[src/rtl/id_ex_register_pkg.sv]
// Shared widths, constants and payload types for the ID/EX pipeline register.
package id_ex_register_pkg;

  localparam int unsigned ALUOP_W  = 2;
  localparam int unsigned DATA_W   = 32;
  localparam int unsigned REG_W    = 5;
  localparam int unsigned FUNCT_W  = 10;
  localparam int unsigned BUBBLE_W = 16;

  localparam logic [BUBBLE_W-1:0] BUBBLE_SAT = {BUBBLE_W{1'b1}};

  typedef struct packed {
    logic [ALUOP_W-1:0] alu_op;
    logic               alu_src;
    logic               mem_read;
    logic               mem_write;
    logic               mem_to_reg;
    logic               reg_write;
  } ctrl_t;

  typedef struct packed {
    ctrl_t              ctrl;
    logic [DATA_W-1:0]  data1;
    logic [DATA_W-1:0]  data2;
    logic [DATA_W-1:0]  imm;
    logic [FUNCT_W-1:0] funct;
    logic [REG_W-1:0]   rs1;
    logic [REG_W-1:0]   rs2;
    logic [REG_W-1:0]   rd;
  } ex_payload_t;

  // A bubble kills every control and the destination index; operand fields
  // still load from the inputs so the datapath sees no extra hold muxing.
  function automatic ex_payload_t make_bubble(input ex_payload_t p);
    ex_payload_t b;
    b      = p;
    b.ctrl = '0;
    b.rd   = '0;
    return b;
  endfunction

endpackage

[src/rtl/id_ex_register_if.sv]
// ID-stage to EX-stage bundle: pipeline controls in, registered EX fields out.
interface id_ex_register_if;
  import id_ex_register_pkg::*;

  logic                start_i;
  logic                stall_i;
  logic                flush_i;
  logic                hazard_i;

  logic [ALUOP_W-1:0]  aluOp_i;
  logic                aluSrc_i;
  logic                memRead_i;
  logic                memWrite_i;
  logic                memToReg_i;
  logic                regWrite_i;
  logic [DATA_W-1:0]   data1_i;
  logic [DATA_W-1:0]   data2_i;
  logic [DATA_W-1:0]   imm_i;
  logic [FUNCT_W-1:0]  funct_i;
  logic [REG_W-1:0]    rs1_i;
  logic [REG_W-1:0]    rs2_i;
  logic [REG_W-1:0]    rd_i;

  logic [ALUOP_W-1:0]  aluOp_o;
  logic                aluSrc_o;
  logic                memRead_o;
  logic                memWrite_o;
  logic                memToReg_o;
  logic                regWrite_o;
  logic [DATA_W-1:0]   data1_o;
  logic [DATA_W-1:0]   data2_o;
  logic [DATA_W-1:0]   imm_o;
  logic [FUNCT_W-1:0]  funct_o;
  logic [REG_W-1:0]    rs1_o;
  logic [REG_W-1:0]    rs2_o;
  logic [REG_W-1:0]    rd_o;
  logic                valid_o;
  logic [BUBBLE_W-1:0] bubble_cnt_o;

  modport master (
    output start_i, stall_i, flush_i, hazard_i,
    output aluOp_i, aluSrc_i, memRead_i, memWrite_i, memToReg_i, regWrite_i,
    output data1_i, data2_i, imm_i, funct_i, rs1_i, rs2_i, rd_i,
    input  aluOp_o, aluSrc_o, memRead_o, memWrite_o, memToReg_o, regWrite_o,
    input  data1_o, data2_o, imm_o, funct_o, rs1_o, rs2_o, rd_o,
    input  valid_o, bubble_cnt_o
  );

  modport slave (
    input  start_i, stall_i, flush_i, hazard_i,
    input  aluOp_i, aluSrc_i, memRead_i, memWrite_i, memToReg_i, regWrite_i,
    input  data1_i, data2_i, imm_i, funct_i, rs1_i, rs2_i, rd_i,
    output aluOp_o, aluSrc_o, memRead_o, memWrite_o, memToReg_o, regWrite_o,
    output data1_o, data2_o, imm_o, funct_o, rs1_o, rs2_o, rd_o,
    output valid_o, bubble_cnt_o
  );

endinterface

[src/rtl/id_ex_register_bubble_counter.sv]
// Saturating bubble counter: counts enabled events, sticks at all-ones.
module id_ex_register_bubble_counter
  import id_ex_register_pkg::*;
(
  input  logic                clk_i,
  input  logic                rst_i,
  input  logic                inc_i,
  output logic [BUBBLE_W-1:0] cnt_o
);

  logic [BUBBLE_W-1:0] cnt_d;
  logic [BUBBLE_W-1:0] cnt_q;

  always_comb begin
    cnt_d = cnt_q;
    if (inc_i && (cnt_q != BUBBLE_SAT)) begin
      cnt_d = cnt_q + BUBBLE_W'(1);
    end
  end

  always_ff @(posedge clk_i or posedge rst_i) begin
    if (rst_i) begin
      cnt_q <= '0;
    end else begin
      cnt_q <= cnt_d;
    end
  end

  assign cnt_o = cnt_q;

endmodule

[src/rtl/id_ex_register.sv]
// ID/EX pipeline register with run/stall gating, flush bubbles and a
// saturating count of inserted bubbles. All outputs come straight from flops.
module id_ex_register
  import id_ex_register_pkg::*;
(
  input logic             clk_i,
  input logic             rst_i,
  id_ex_register_if.slave bus
);

  ex_payload_t         pl_in_c;
  ex_payload_t         payload_d;
  ex_payload_t         payload_q;
  logic                valid_d;
  logic                valid_q;
  logic                load_c;
  logic                bubble_c;
  logic [BUBBLE_W-1:0] bubble_cnt;

  // Stall dominates flush: a flush seen while stalled is simply not loaded.
  assign load_c   = bus.start_i & ~bus.stall_i;
  assign bubble_c = load_c & (bus.flush_i | bus.hazard_i);

  always_comb begin
    pl_in_c                 = '0;
    pl_in_c.ctrl.alu_op     = bus.aluOp_i;
    pl_in_c.ctrl.alu_src    = bus.aluSrc_i;
    pl_in_c.ctrl.mem_read   = bus.memRead_i;
    pl_in_c.ctrl.mem_write  = bus.memWrite_i;
    pl_in_c.ctrl.mem_to_reg = bus.memToReg_i;
    pl_in_c.ctrl.reg_write  = bus.regWrite_i;
    pl_in_c.data1           = bus.data1_i;
    pl_in_c.data2           = bus.data2_i;
    pl_in_c.imm             = bus.imm_i;
    pl_in_c.funct           = bus.funct_i;
    pl_in_c.rs1             = bus.rs1_i;
    pl_in_c.rs2             = bus.rs2_i;
    pl_in_c.rd              = bus.rd_i;
  end

  // Hazard controls are already zeroed upstream; here it only clears valid.
  always_comb begin
    payload_d = payload_q;
    valid_d   = valid_q;
    if (load_c) begin
      if (bus.flush_i) begin
        payload_d = make_bubble(pl_in_c);
        valid_d   = 1'b0;
      end else begin
        payload_d = pl_in_c;
        valid_d   = ~bus.hazard_i;
      end
    end
  end

  always_ff @(posedge clk_i or posedge rst_i) begin
    if (rst_i) begin
      payload_q <= '0;
      valid_q   <= 1'b0;
    end else begin
      payload_q <= payload_d;
      valid_q   <= valid_d;
    end
  end

  id_ex_register_bubble_counter u_bubble_counter (
    .clk_i (clk_i),
    .rst_i (rst_i),
    .inc_i (bubble_c),
    .cnt_o (bubble_cnt)
  );

  assign bus.aluOp_o      = payload_q.ctrl.alu_op;
  assign bus.aluSrc_o     = payload_q.ctrl.alu_src;
  assign bus.memRead_o    = payload_q.ctrl.mem_read;
  assign bus.memWrite_o   = payload_q.ctrl.mem_write;
  assign bus.memToReg_o   = payload_q.ctrl.mem_to_reg;
  assign bus.regWrite_o   = payload_q.ctrl.reg_write;
  assign bus.data1_o      = payload_q.data1;
  assign bus.data2_o      = payload_q.data2;
  assign bus.imm_o        = payload_q.imm;
  assign bus.funct_o      = payload_q.funct;
  assign bus.rs1_o        = payload_q.rs1;
  assign bus.rs2_o        = payload_q.rs2;
  assign bus.rd_o         = payload_q.rd;
  assign bus.valid_o      = valid_q;
  assign bus.bubble_cnt_o = bubble_cnt;

endmodule

[src/flat_wrapper.sv]
// flat-port wrapper written by rule: the top's interface ports become plain ports
module id_ex_register_flat import id_ex_register_pkg::*;
  (clk_i, rst_i, bus_start_i, bus_stall_i, bus_flush_i, bus_hazard_i, bus_aluOp_i, bus_aluSrc_i, bus_memRead_i, bus_memWrite_i, bus_memToReg_i, bus_regWrite_i, bus_data1_i, bus_data2_i, bus_imm_i, bus_funct_i, bus_rs1_i, bus_rs2_i, bus_rd_i, bus_aluOp_o, bus_aluSrc_o, bus_memRead_o, bus_memWrite_o, bus_memToReg_o, bus_regWrite_o, bus_data1_o, bus_data2_o, bus_imm_o, bus_funct_o, bus_rs1_o, bus_rs2_o, bus_rd_o, bus_valid_o, bus_bubble_cnt_o);
  id_ex_register_if bus_i ();
  input logic clk_i;
  input logic rst_i;
  input wire logic [$bits(bus_i.start_i)-1:0] bus_start_i;
  input wire logic [$bits(bus_i.stall_i)-1:0] bus_stall_i;
  input wire logic [$bits(bus_i.flush_i)-1:0] bus_flush_i;
  input wire logic [$bits(bus_i.hazard_i)-1:0] bus_hazard_i;
  input wire logic [$bits(bus_i.aluOp_i)-1:0] bus_aluOp_i;
  input wire logic [$bits(bus_i.aluSrc_i)-1:0] bus_aluSrc_i;
  input wire logic [$bits(bus_i.memRead_i)-1:0] bus_memRead_i;
  input wire logic [$bits(bus_i.memWrite_i)-1:0] bus_memWrite_i;
  input wire logic [$bits(bus_i.memToReg_i)-1:0] bus_memToReg_i;
  input wire logic [$bits(bus_i.regWrite_i)-1:0] bus_regWrite_i;
  input wire logic [$bits(bus_i.data1_i)-1:0] bus_data1_i;
  input wire logic [$bits(bus_i.data2_i)-1:0] bus_data2_i;
  input wire logic [$bits(bus_i.imm_i)-1:0] bus_imm_i;
  input wire logic [$bits(bus_i.funct_i)-1:0] bus_funct_i;
  input wire logic [$bits(bus_i.rs1_i)-1:0] bus_rs1_i;
  input wire logic [$bits(bus_i.rs2_i)-1:0] bus_rs2_i;
  input wire logic [$bits(bus_i.rd_i)-1:0] bus_rd_i;
  output wire logic [$bits(bus_i.aluOp_o)-1:0] bus_aluOp_o;
  output wire logic [$bits(bus_i.aluSrc_o)-1:0] bus_aluSrc_o;
  output wire logic [$bits(bus_i.memRead_o)-1:0] bus_memRead_o;
  output wire logic [$bits(bus_i.memWrite_o)-1:0] bus_memWrite_o;
  output wire logic [$bits(bus_i.memToReg_o)-1:0] bus_memToReg_o;
  output wire logic [$bits(bus_i.regWrite_o)-1:0] bus_regWrite_o;
  output wire logic [$bits(bus_i.data1_o)-1:0] bus_data1_o;
  output wire logic [$bits(bus_i.data2_o)-1:0] bus_data2_o;
  output wire logic [$bits(bus_i.imm_o)-1:0] bus_imm_o;
  output wire logic [$bits(bus_i.funct_o)-1:0] bus_funct_o;
  output wire logic [$bits(bus_i.rs1_o)-1:0] bus_rs1_o;
  output wire logic [$bits(bus_i.rs2_o)-1:0] bus_rs2_o;
  output wire logic [$bits(bus_i.rd_o)-1:0] bus_rd_o;
  output wire logic [$bits(bus_i.valid_o)-1:0] bus_valid_o;
  output wire logic [$bits(bus_i.bubble_cnt_o)-1:0] bus_bubble_cnt_o;
  assign bus_i.start_i = bus_start_i;
  assign bus_i.stall_i = bus_stall_i;
  assign bus_i.flush_i = bus_flush_i;
  assign bus_i.hazard_i = bus_hazard_i;
  assign bus_i.aluOp_i = bus_aluOp_i;
  assign bus_i.aluSrc_i = bus_aluSrc_i;
  assign bus_i.memRead_i = bus_memRead_i;
  assign bus_i.memWrite_i = bus_memWrite_i;
  assign bus_i.memToReg_i = bus_memToReg_i;
  assign bus_i.regWrite_i = bus_regWrite_i;
  assign bus_i.data1_i = bus_data1_i;
  assign bus_i.data2_i = bus_data2_i;
  assign bus_i.imm_i = bus_imm_i;
  assign bus_i.funct_i = bus_funct_i;
  assign bus_i.rs1_i = bus_rs1_i;
  assign bus_i.rs2_i = bus_rs2_i;
  assign bus_i.rd_i = bus_rd_i;
  assign bus_aluOp_o = bus_i.aluOp_o;
  assign bus_aluSrc_o = bus_i.aluSrc_o;
  assign bus_memRead_o = bus_i.memRead_o;
  assign bus_memWrite_o = bus_i.memWrite_o;
  assign bus_memToReg_o = bus_i.memToReg_o;
  assign bus_regWrite_o = bus_i.regWrite_o;
  assign bus_data1_o = bus_i.data1_o;
  assign bus_data2_o = bus_i.data2_o;
  assign bus_imm_o = bus_i.imm_o;
  assign bus_funct_o = bus_i.funct_o;
  assign bus_rs1_o = bus_i.rs1_o;
  assign bus_rs2_o = bus_i.rs2_o;
  assign bus_rd_o = bus_i.rd_o;
  assign bus_valid_o = bus_i.valid_o;
  assign bus_bubble_cnt_o = bus_i.bubble_cnt_o;
  id_ex_register u_core (.clk_i(clk_i), .rst_i(rst_i), .bus(bus_i));
endmodule
[config.mk]
export PLATFORM = sky130hd
export DESIGN_NAME = id_ex_register_flat
export DESIGN_NICKNAME = d
export VERILOG_FILES = /design/src/rtl/id_ex_register_pkg.sv /design/src/rtl/id_ex_register_if.sv /design/src/rtl/id_ex_register_bubble_counter.sv /design/src/rtl/id_ex_register.sv /design/src/flat_wrapper.sv
export SDC_FILE = /design/constraint.sdc
export NUM_CORES = 1
export LEC_CHECK = 0
export ABC_CLOCK_PERIOD_IN_PS = 11300
export CAP_MARGIN = 10
export CORE_AREA = 4 4 141 109
export DETAILED_ROUTE_END_ITERATION = 12
export DIE_AREA = 0 0 145 113
export GPL_TIMING_DRIVEN = 0
export PLACE_DENSITY = 0.95
export SLEW_MARGIN = 30
export SYNTH_ARGS = -nofsm -noshare
export SYNTH_HDL_FRONTEND = slang
export SYNTH_HIERARCHICAL = 1
export SYNTH_SLANG_ARGS = --single-unit
[constraint.sdc]
create_clock -name clk_i -period 11.3 [get_ports clk_i]
set_input_delay 1.13 -clock clk_i [delete_from_list [all_inputs] [get_ports clk_i]]
set_output_delay 1.13 -clock clk_i [all_outputs]
set_load 0.005 [all_outputs]
==> summary.txt, run 1 <==
Post-Syn Instances = 360
net count after synthesis = 495
Worst Setup End Kind = flop
row count = 38
asr flop ratio synth = 1.000
kind of critical path = in2reg
Slew @ Worst Pin = 0.6607 ns
iteration-0 DRC count of the detailed router = 139
placer congestion estimate = 0.8223
Worst Hold Class = reg2reg
io pins = 279
clock skew = 0.005710 ns
area grow syn2layout = 58.40%
Root Driver = clkbuf_16
global route total overflow = 0
Crit Path Max Fanout = 10
Final Hold Vio Count = 0
Detailed Place HPWL = 12000 um
DRC = 0
postcts setup bufs = 0
most frequent cell after synthesis = dfrtp_1
# resized after CTS = 0
antenna-violating nets left = 0
Post-synth top cells = dfrtp_1 (145), mux2_4 (99), mux2_2 (32), nor2b_1 (13)
internal power = 1.199 mW
# diodes = 0
first-pass GRT wire length = 25960 um
Psw = 0.3851 mW
flop-to-flop setup slack = 9.57 ns
H-tree depth = 4
critical path launch point type = input pin
Worst R2R Path Depth = 5
HP Start = u_core/bus.data2_o[2]
CTS max path bufs = 2
critical path arrival = 3.69 ns
pwr dens = 161.1 nW/um2
Hold Buf Count CTS = 0
Synth Flop Type = dfrtp_1
VDD IR max = 0.0001199 V
Seq/Total Area, Yosys = 0.5846
total length of routed wires = 16230 um
Placeable Area = 14120 um2
CTS tree = built
die height = 113 um
setup ws final = 7.904 ns
Synth Area per Inst = 17.24 um2
Max Cap Viol = 0
flop and latch count out of synthesis = 145
placed inst area = 9250 um2
top cells by area, synth = dfrtp_1 (58%), mux2_4 (24%), mux2_2 (5.8%), buf_12 (3.5%), xnor2_1 (1.6%)
max-slew violations = 0
area leader, netlist = dfrtp_1
initial antenna violation count = 0
Slew headroom = 0.5590
CTS Buf Count = 17
warnings from Yosys = 6
vias per cell = 4.845
Final min period = 3.396 ns
average wire per standard cell = 19.07 um
filler instances = 926
reg2reg start = u_core/u_bubble_counter/cnt_o[0]
drt pass-1 iters = 4
# port buffers = 278
Clock Power Share = 0.350
Setup TNS = 0 ns
FF-to-FF End = u_core/u_bubble_counter/cnt_o[14]
die width = 145 um
Initial Util = 0.4396
Synth top area share = 0.5846
Finished Cell Area = 9832 um2
layout cells sized above 1 = 0.2727
CP required = 11.60 ns
Die ar. = 16390 um2
CP endpoint = u_core/u_bubble_counter/cnt_o[14]
Yosys cell types = 28
Final setup violation count = 0
number of global-route vias before repair = 4748
via count = 4123
CP Launch Point = bus_flush_i
sequential share of power = 0.411
Gate power share = 0.239
Clock Sinks = 145
P_leak = 4.261 nW
status = completed
nets@finish = 793
largest net degree at the start of global routing = 88
Hold Path Depth = 1
maximum clock rate = 294.5 MHz
switching part of the total = 0.2432
fin crit share = 0.3005
CTS clock-pin slew for the worst setup and hold paths = 0.06 ns
Skew-Pair Late Insertion Delay = 0.41 ns
All-Layer GR Usage = 0.2002
number of synthesized flops with an enable pin = 0
RSZ-0062 raised after global routing = false
dpl ws = 7.574 ns
synthesized area = 6207 um2
## power groups by stage
| stage | registers [mW] | logic [mW] | clock network (mW) |
|---|---|---|---|
| 2_1_floorplan | 0.656 | 0.141 | 0 |
| 3_3_place_gp | 0.652 | 0.369 | 0 |
| 3_5_place_dp | 0.658 | 0.380 | 0 |
| 4_1_cts | 0.651 | 0.383 | 0.566 |
| 5_1_grt | 0.661 | 0.399 | 0.593 |
| 6_report | 0.651 | 0.378 | 0.555 |
## final cells by class
cell class	instances	area (um2)	area share
sequential	145	3628	0.3691
timing repair buffer	279	2810	0.2858
multi-input combinational	198	2325	0.2364
clock buffer	21	450.4	0.04581
buffer	15	246.5	0.02507
tap	180	225.2	0.02291
clock inverter	11	131.4	0.01336
inverter	2	15.01	0.001527
## worst min path at each step
stage                     slack (ns)                                end
final                           0.51              u_core/bus.data2_o[2]
after global routing            0.51                 u_core/bus.rd_o[1]
after CTS                       0.51               u_core/bus.imm_o[11]
after detailed placement        0.49              u_core/bus.data2_o[5]
after global placement          0.49               u_core/bus.imm_o[14]
after floorplan                 0.49  u_core/u_bubble_counter/cnt_o[15]
## state kept, by name, indices dropped and copies added, names as in the netlist
name                           flops
u_core/bus.aluOp_o                 2
u_core/bus.memWrite_o              1
u_core/bus.rd_o                    5
u_core/bus.memToReg_o              1
u_core/bus.rs2_o                   5
u_core/bus.regWrite_o              1
u_core/bus.funct_o                10
u_core/bus.data1_o                32
u_core/u_bubble_counter/cnt_o     16
u_core/bus.aluSrc_o                1
u_core/bus.data2_o                32
u_core/bus.valid_o                 1
u_core/bus.memRead_o               1
u_core/bus.imm_o                  32
u_core/bus.rs1_o                   5
## logic make-up after synthesis
family	share of synthesized area
AOI/OAI and AO/OA	0.002823
xor gates and xnor gates	0.01552
adders and majority gates	0.002015
buffers and inverters	0.04092
DFF	0.5846
muxes	0.2991
and+or+nand+nor	0.05503
## metal layers
layer	GRT usage	wire length, um	vias to the layer above	share of wire
li1	-	-	1864	-
met1	0.2355	6619	2049	0.41
met2	0.3406	8125	188	0.50
met3	0.08487	1227	22	0.076
met4	0.05570	255	0	0.016
met5	0	0	-	0
## per-stage QoR
stage / cells / hold slack [ns] / power, mW / utilization
after floorplan: 360 / 0.4932 / 0.7969 / -
after global placement: 818 / 0.4893 / 1.022 / 0.6526
after detailed placement: 819 / 0.4912 / 1.037 / 0.6551
after CTS: 851 / 0.5093 / 1.600 / 0.6963
after global routing: 851 / 0.5146 / 1.653 / 0.6963
final: 851 / 0.5067 / 1.584 / 0.6963
## placed cells by master (no fill, tap or decap), types with 4 or more instances in the layout
master / synthesis / layout
clkdlybuf4s50_1: 0 / 278
dfrtp_1: 145 / 145
mux2_4: 99 / 99
mux2_2: 32 / 32
clkbuf_16: 0 / 17
nor2b_1: 13 / 13
buf_12: 11 / 11
xnor2_1: 11 / 11
nand3_1: 7 / 7
clkinvlp_4: 0 / 6
nand2_1: 6 / 6
nand4_1: 5 / 5
clkbuf_1: 1 / 4
nor2_1: 4 / 4
and3_1: 4 / 4
## critical path, stage by stage
cell	delay (ns)
clkdlybuf4s50_1	0.53
clkbuf_1	0.47
nor2_1	0.19
nor2b_1	0.38
and4_1	0.34
nand3_1	0.15
nor2_1	0.16
mux2_2	0.34
Power figures use the tool's default switching activity.
==> inputs of run 2 (changes only) <==
Settings changed: ABC_CLOCK_PERIOD_IN_PS 11300 to 3100, CORE_AREA 4 4 141 109 to 4 4 153 118, DIE_AREA 0 0 145 113 to 0 0 157 122, PLACE_DENSITY 0.95 to 0.86.
Clock period 11.3 ns to 3.1 ns, I/O delays scaled along.
==> summary.txt, run 2 (synthesized netlist as in run 1, its figures left out) <==
Crit Path Max Fanout = 10
VDD IR max = 0.0003305 V
flop-to-flop setup slack = 1.34 ns
# port buffers = 278
reg2reg start = u_core/u_bubble_counter/cnt_o[0]
Detailed Place HPWL = 12460 um
Slew headroom = 0.5848
met1 Usage GRT = 0.2103
commonest cells after routing, fill and taps aside = clkdlybuf4s50_1 (278), dfrtp_1 (145), mux2_4 (99)
CTS max path bufs = 2
Clock Power Share = 0.350
row count = 41
global route total overflow = 0
Final Hold Vio Count = 0
CTS clock-pin slew for the worst setup and hold paths = 0.06 ns
die height = 122 um
layout cells sized above 1 = 0.2793
iteration-0 DRC count of the detailed router = 222
placed inst area = 9350 um2
switching part of the total = 0.2409
pwr dens = 582.3 nW/um2
via count = 4152
Setup TNS = 0 ns
antenna-violating nets left = 0
Global Route met2 Usage = 0.2814
average wire per standard cell = 18.24 um
total power = 5.785 mW
Final min period = 2.538 ns
critical path launch point type = input pin
kind of critical path = in2reg
Register Area = 3628 um2
Finished Cell Area = 9936 um2
Psw = 1.394 mW
P_leak = 4.302 nW
io pins = 279
Gate power share = 0.240
Placeable Area = 16570 um2
Die ar. = 19150 um2
filler instances = 1265
CP required = 3.40 ns
Hold Buf Count CTS = 0
status = completed
nets@finish = 796
Worst Hold Class = in2async
Skew-Pair Late Insertion Delay = 0.41 ns
Multi-input gate area = 2325 um2
All-Layer GR Usage = 0.1708
Max Cap Viol = 0
fin crit share = 0.8187
area grow syn2layout = 60.07%
maximum clock rate = 394.0 MHz
Root Driver = clkbuf_16
number of global-route vias before repair = 4637
Final setup violation count = 0
FF-to-FF End = u_core/u_bubble_counter/cnt_o[14]
CTS tree = built
drt pass-1 iters = 4
# resized after CTS = 0
die width = 157 um
max-slew violations = 0
vias per cell = 4.676
postcts setup bufs = 0
critical path arrival = 2.83 ns
Slew @ Worst Pin = 0.6221 ns
met3 usage = 0.06570
total length of routed wires = 16200 um
first-pass GRT wire length = 25510 um
layer with the highest usage = met2
Clock Sinks = 145
# diodes = 0
sequential share of power = 0.410
RSZ-0062 raised after global routing = false
internal power = 4.392 mW
H-tree depth = 4
clock skew = 0.009693 ns
CTS Buf Count = 17
largest net degree at the start of global routing = 33
DRC = 0
worst hold margin = 0.3350 ns
Worst Setup End Kind = flop
commonest non-fill, non-tap cell in the layout = clkdlybuf4s50_1
Worst R2R Path Depth = 5
initial antenna violation count = 0
Initial Util = 0.3746
placer congestion estimate = 0.8510
[run 2: cell types whose count changed in the layout (fill, tap and decap cells not counted), sizes merged]
cell and delta:
buf +3, clkbuf -2, clkinv +4, clkinvlp -2, inv -1
[run 2: per-stage QoR]
stage | setup slack [ns] | std cells | utilization
CTS | 0.6090 | 888 | 0.5996
detailed placement | 0.1695 | 857 | 0.5643
global route | 0.4363 | 888 | 0.5996
finish | 0.5619 | 888 | 0.5996
global placement | 0.1389 | 853 | 0.5590
floorplan | 1.057 | 360 | -
[run 2: layer usage]
| metal | wire length [um] | vias to the layer above |
|---|---|---|
| li1 | - | 1874 |
| met1 | 6673 | 2074 |
| met2 | 7861 | 190 |
| met3 | 1475 | 14 |
| met4 | 191 | 0 |
| met5 | 0 | - |
[run 2: worst max path at each step]
stage | from | slack, ns | end | cells after the start
global route | bus_flush_i | 0.44 | u_core/u_bubble_counter/cnt_o[14] | 8
global placement | rst_i | 0.14 | u_core/bus.data1_o[13] | 2
floorplan | bus_start_i | 1.06 | u_core/u_bubble_counter/cnt_o[14] | 8
CTS | bus_flush_i | 0.61 | u_core/u_bubble_counter/cnt_o[14] | 8
detailed placement | bus_flush_i | 0.17 | u_core/u_bubble_counter/cnt_o[14] | 8
finish | bus_flush_i | 0.56 | u_core/u_bubble_counter/cnt_o[14] | 8
[run 2: final cells by class]
class | count | share of cell area
Sequential cell | 145 | 0.3652
Buffer | 15 | 0.02481
Multi-Input combinational cell | 198 | 0.2340
Inverter | 2 | 0.001133
Clock inverter | 12 | 0.01335
Clock buffer | 19 | 0.04559
Tap cell | 215 | 0.02707
Timing Repair Buffer | 282 | 0.2889
[run 2: worst max-delay path: stages]
cell and delay [ns]:
clkdlybuf4s50_1 0.55, clkbuf_1 0.43, nor2_1 0.17, nor2b_1 0.36, and4_1 0.35, nand3_1 0.16
nor2_1 0.15, mux2_2 0.34
[run 2: power groups by stage]
| stage | sequential [mW] | clock, mW | combinational (mW) |
|---|---|---|---|
| floorplan | 2.39 | 0 | 0.513 |
| finish | 2.37 | 2.03 | 1.39 |
| CTS | 2.37 | 2.09 | 1.41 |
| global route | 2.41 | 2.17 | 1.48 |
| global placement | 2.38 | 0 | 1.35 |
| detailed placement | 2.40 | 0 | 1.40 |
==> inputs of run 3 (changes only) <==
Settings changed: ABC_CLOCK_PERIOD_IN_PS 3100 to 2600, CORE_AREA 4 4 153 118 to 4 4 146 113, DIE_AREA 0 0 157 122 to 0 0 150 117, PLACE_DENSITY 0.86 to 0.89.
Clock period 3.1 ns to 2.6 ns, I/O delays scaled along.
==> summary.txt, run 3 (synthesized netlist as in run 1, its figures left out) <==
Placeable Area = 15030 um2
area grow syn2layout = 60.90%
H-tree depth = 4
critical path launch point type = input pin
Initial Util = 0.4130
CP Launch Point = bus_start_i
total power = 7.024 mW
max-slew violations = 0
met3 WL = 1455 um
# diodes = 0
flop-to-flop setup slack = 0.88 ns
Skew-Pair Late Insertion Delay = 0.40 ns
Final min period = 2.356 ns
All-Layer GR Usage = 0.1900
filler instances = 1060
vias per cell = 4.674
DRC = 0
critical path arrival = 2.64 ns
iteration-0 DRC count of the detailed router = 119
Clock Sinks = 145
CTS clock-pin slew for the worst setup and hold paths = 0.06 ns
fin crit share = 0.9061
Cell Count, Final, Fillers Out = 880
kind of critical path = in2reg
Root Driver = clkbuf_16
total length of routed wires = 16830 um
commonest cells after routing, fill and taps aside = clkdlybuf4s50_1 (278), dfrtp_1 (145), mux2_4 (99)
first-pass GRT wire length = 26020 um
status = completed
Levels on crit path = 9
pwr dens = 703.4 nW/um2
# resized after CTS = 0
Crit-path slowest cell = clkdlybuf4s50_1
FF-to-FF End = u_core/u_bubble_counter/cnt_o[14]
# port buffers = 278
Slew headroom = 0.5927
CTS tree = built
placer congestion estimate = 0.8071
CTS max path bufs = 2
family with the most delay on the worst path = simple AND/OR/NAND/NOR gates
Final Hold Vio Count = 0
antenna-violating nets left = 0
clock skew = 0.003853 ns
crit path cell chain = clkdlybuf4s50_1 -> nor2b_4 -> buf_12 -> buf_12 -> nor2b_1 -> and4_1 -> nand3_1 -> nor2_1 -> mux2_2
commonest non-fill, non-tap cell in the layout = clkdlybuf4s50_1
Max Cap Viol = 0
via count = 4113
drt pass-1 iters = 4
die width = 150 um
VDD IR max = 0.0004058 V
layout cells sized above 1 = 0.2800
CP peak stage delay = 0.45 ns
metal1 wirelength = 6766 um
Setup TNS = 0 ns
Hold Buf Count CTS = 0
io pins = 279
CP required = 2.89 ns
average wire per standard cell = 19.12 um
postcts setup bufs = 0
DR top layer = met4
Worst Hold Class = in2async
Final setup violation count = 0
CTS Buf Count = 17
Slew @ Worst Pin = 0.6103 ns
Finished Cell Area = 9987 um2
largest net degree at the start of global routing = 33
placed cells = 848
Worst R2R Path Depth = 5
Crit Path Max Fanout = 10
P_leak = 4.329 nW
Worst Setup End Kind = flop
reg2reg start = u_core/u_bubble_counter/cnt_o[0]
Detailed Place HPWL = 13050 um
Die ar. = 17550 um2
nets@finish = 797
initial antenna violation count = 0
most used cell, CP = buf_12
die height = 117 um
wire length on met2 = 8238 um
RSZ-0062 raised after global routing = false
row count = 39
worst path bufs/invs = 3
global route total overflow = 0
placed inst area = 9373 um2
number of global-route vias before repair = 4683
maximum clock rate = 424.5 MHz
## run 3: metrics by stage
stage	hold slack (ns)	utilization	worst slack (ns)
after CTS	0.2299	0.6645	0.2764
after global placement	0.4910	0.6155	-0.3503
after detailed placement	0.4915	0.6236	-0.1459
final	0.2381	0.6645	0.2443
after global routing	0.2363	0.6645	0.1188
after floorplan	0.1737	-	0.6068
## run 3: report_power, final
group / switching (mW) / internal (mW)
Combinational: 0.480 / 1.19
Sequential: 0.241 / 2.59
Clock: 0.960 / 1.57
Total: 1.68 / 5.34
## run 3: worst max path at each step
stage,endpoint,slack (ns)
6_report,u_core/u_bubble_counter/cnt_o[14],0.24
3_5_place_dp,u_core/u_bubble_counter/cnt_o[14],-0.15
4_1_cts,u_core/u_bubble_counter/cnt_o[14],0.28
5_1_grt,u_core/u_bubble_counter/cnt_o[14],0.12
3_3_place_gp,u_core/bus.data2_o[22],-0.35
2_1_floorplan,u_core/u_bubble_counter/cnt_o[14],0.61
## run 3: final cells by class
type,count,area [um2],share of cell area
plain buffers,15,246.5,0.02468
flip-flops and latches,145,3628,0.3633
multi-input cells,198,2325,0.2328
well taps,205,256.5,0.02568
clock inverters,12,157.7,0.01579
repair buffers,283,2905,0.2909
clock buffers,20,456.7,0.04573
inverters,2,11.26,0.001128
## run 3: worst register-to-register path, stage by stage, from the launching register on
cell and delay (ns):
dfrtp_1 0.43, ha_1 0.23, and4_1 0.29, nand3_1 0.14
nor2_1 0.16, mux2_2 0.35
## run 3: routing by layer
metal / GRT usage / up-vias
li1: - / 1872
met1: 0.2229 / 2043
met4: 0.06581 / 0
met2: 0.3242 / 172
met5: 0 / -
met3: 0.07159 / 26
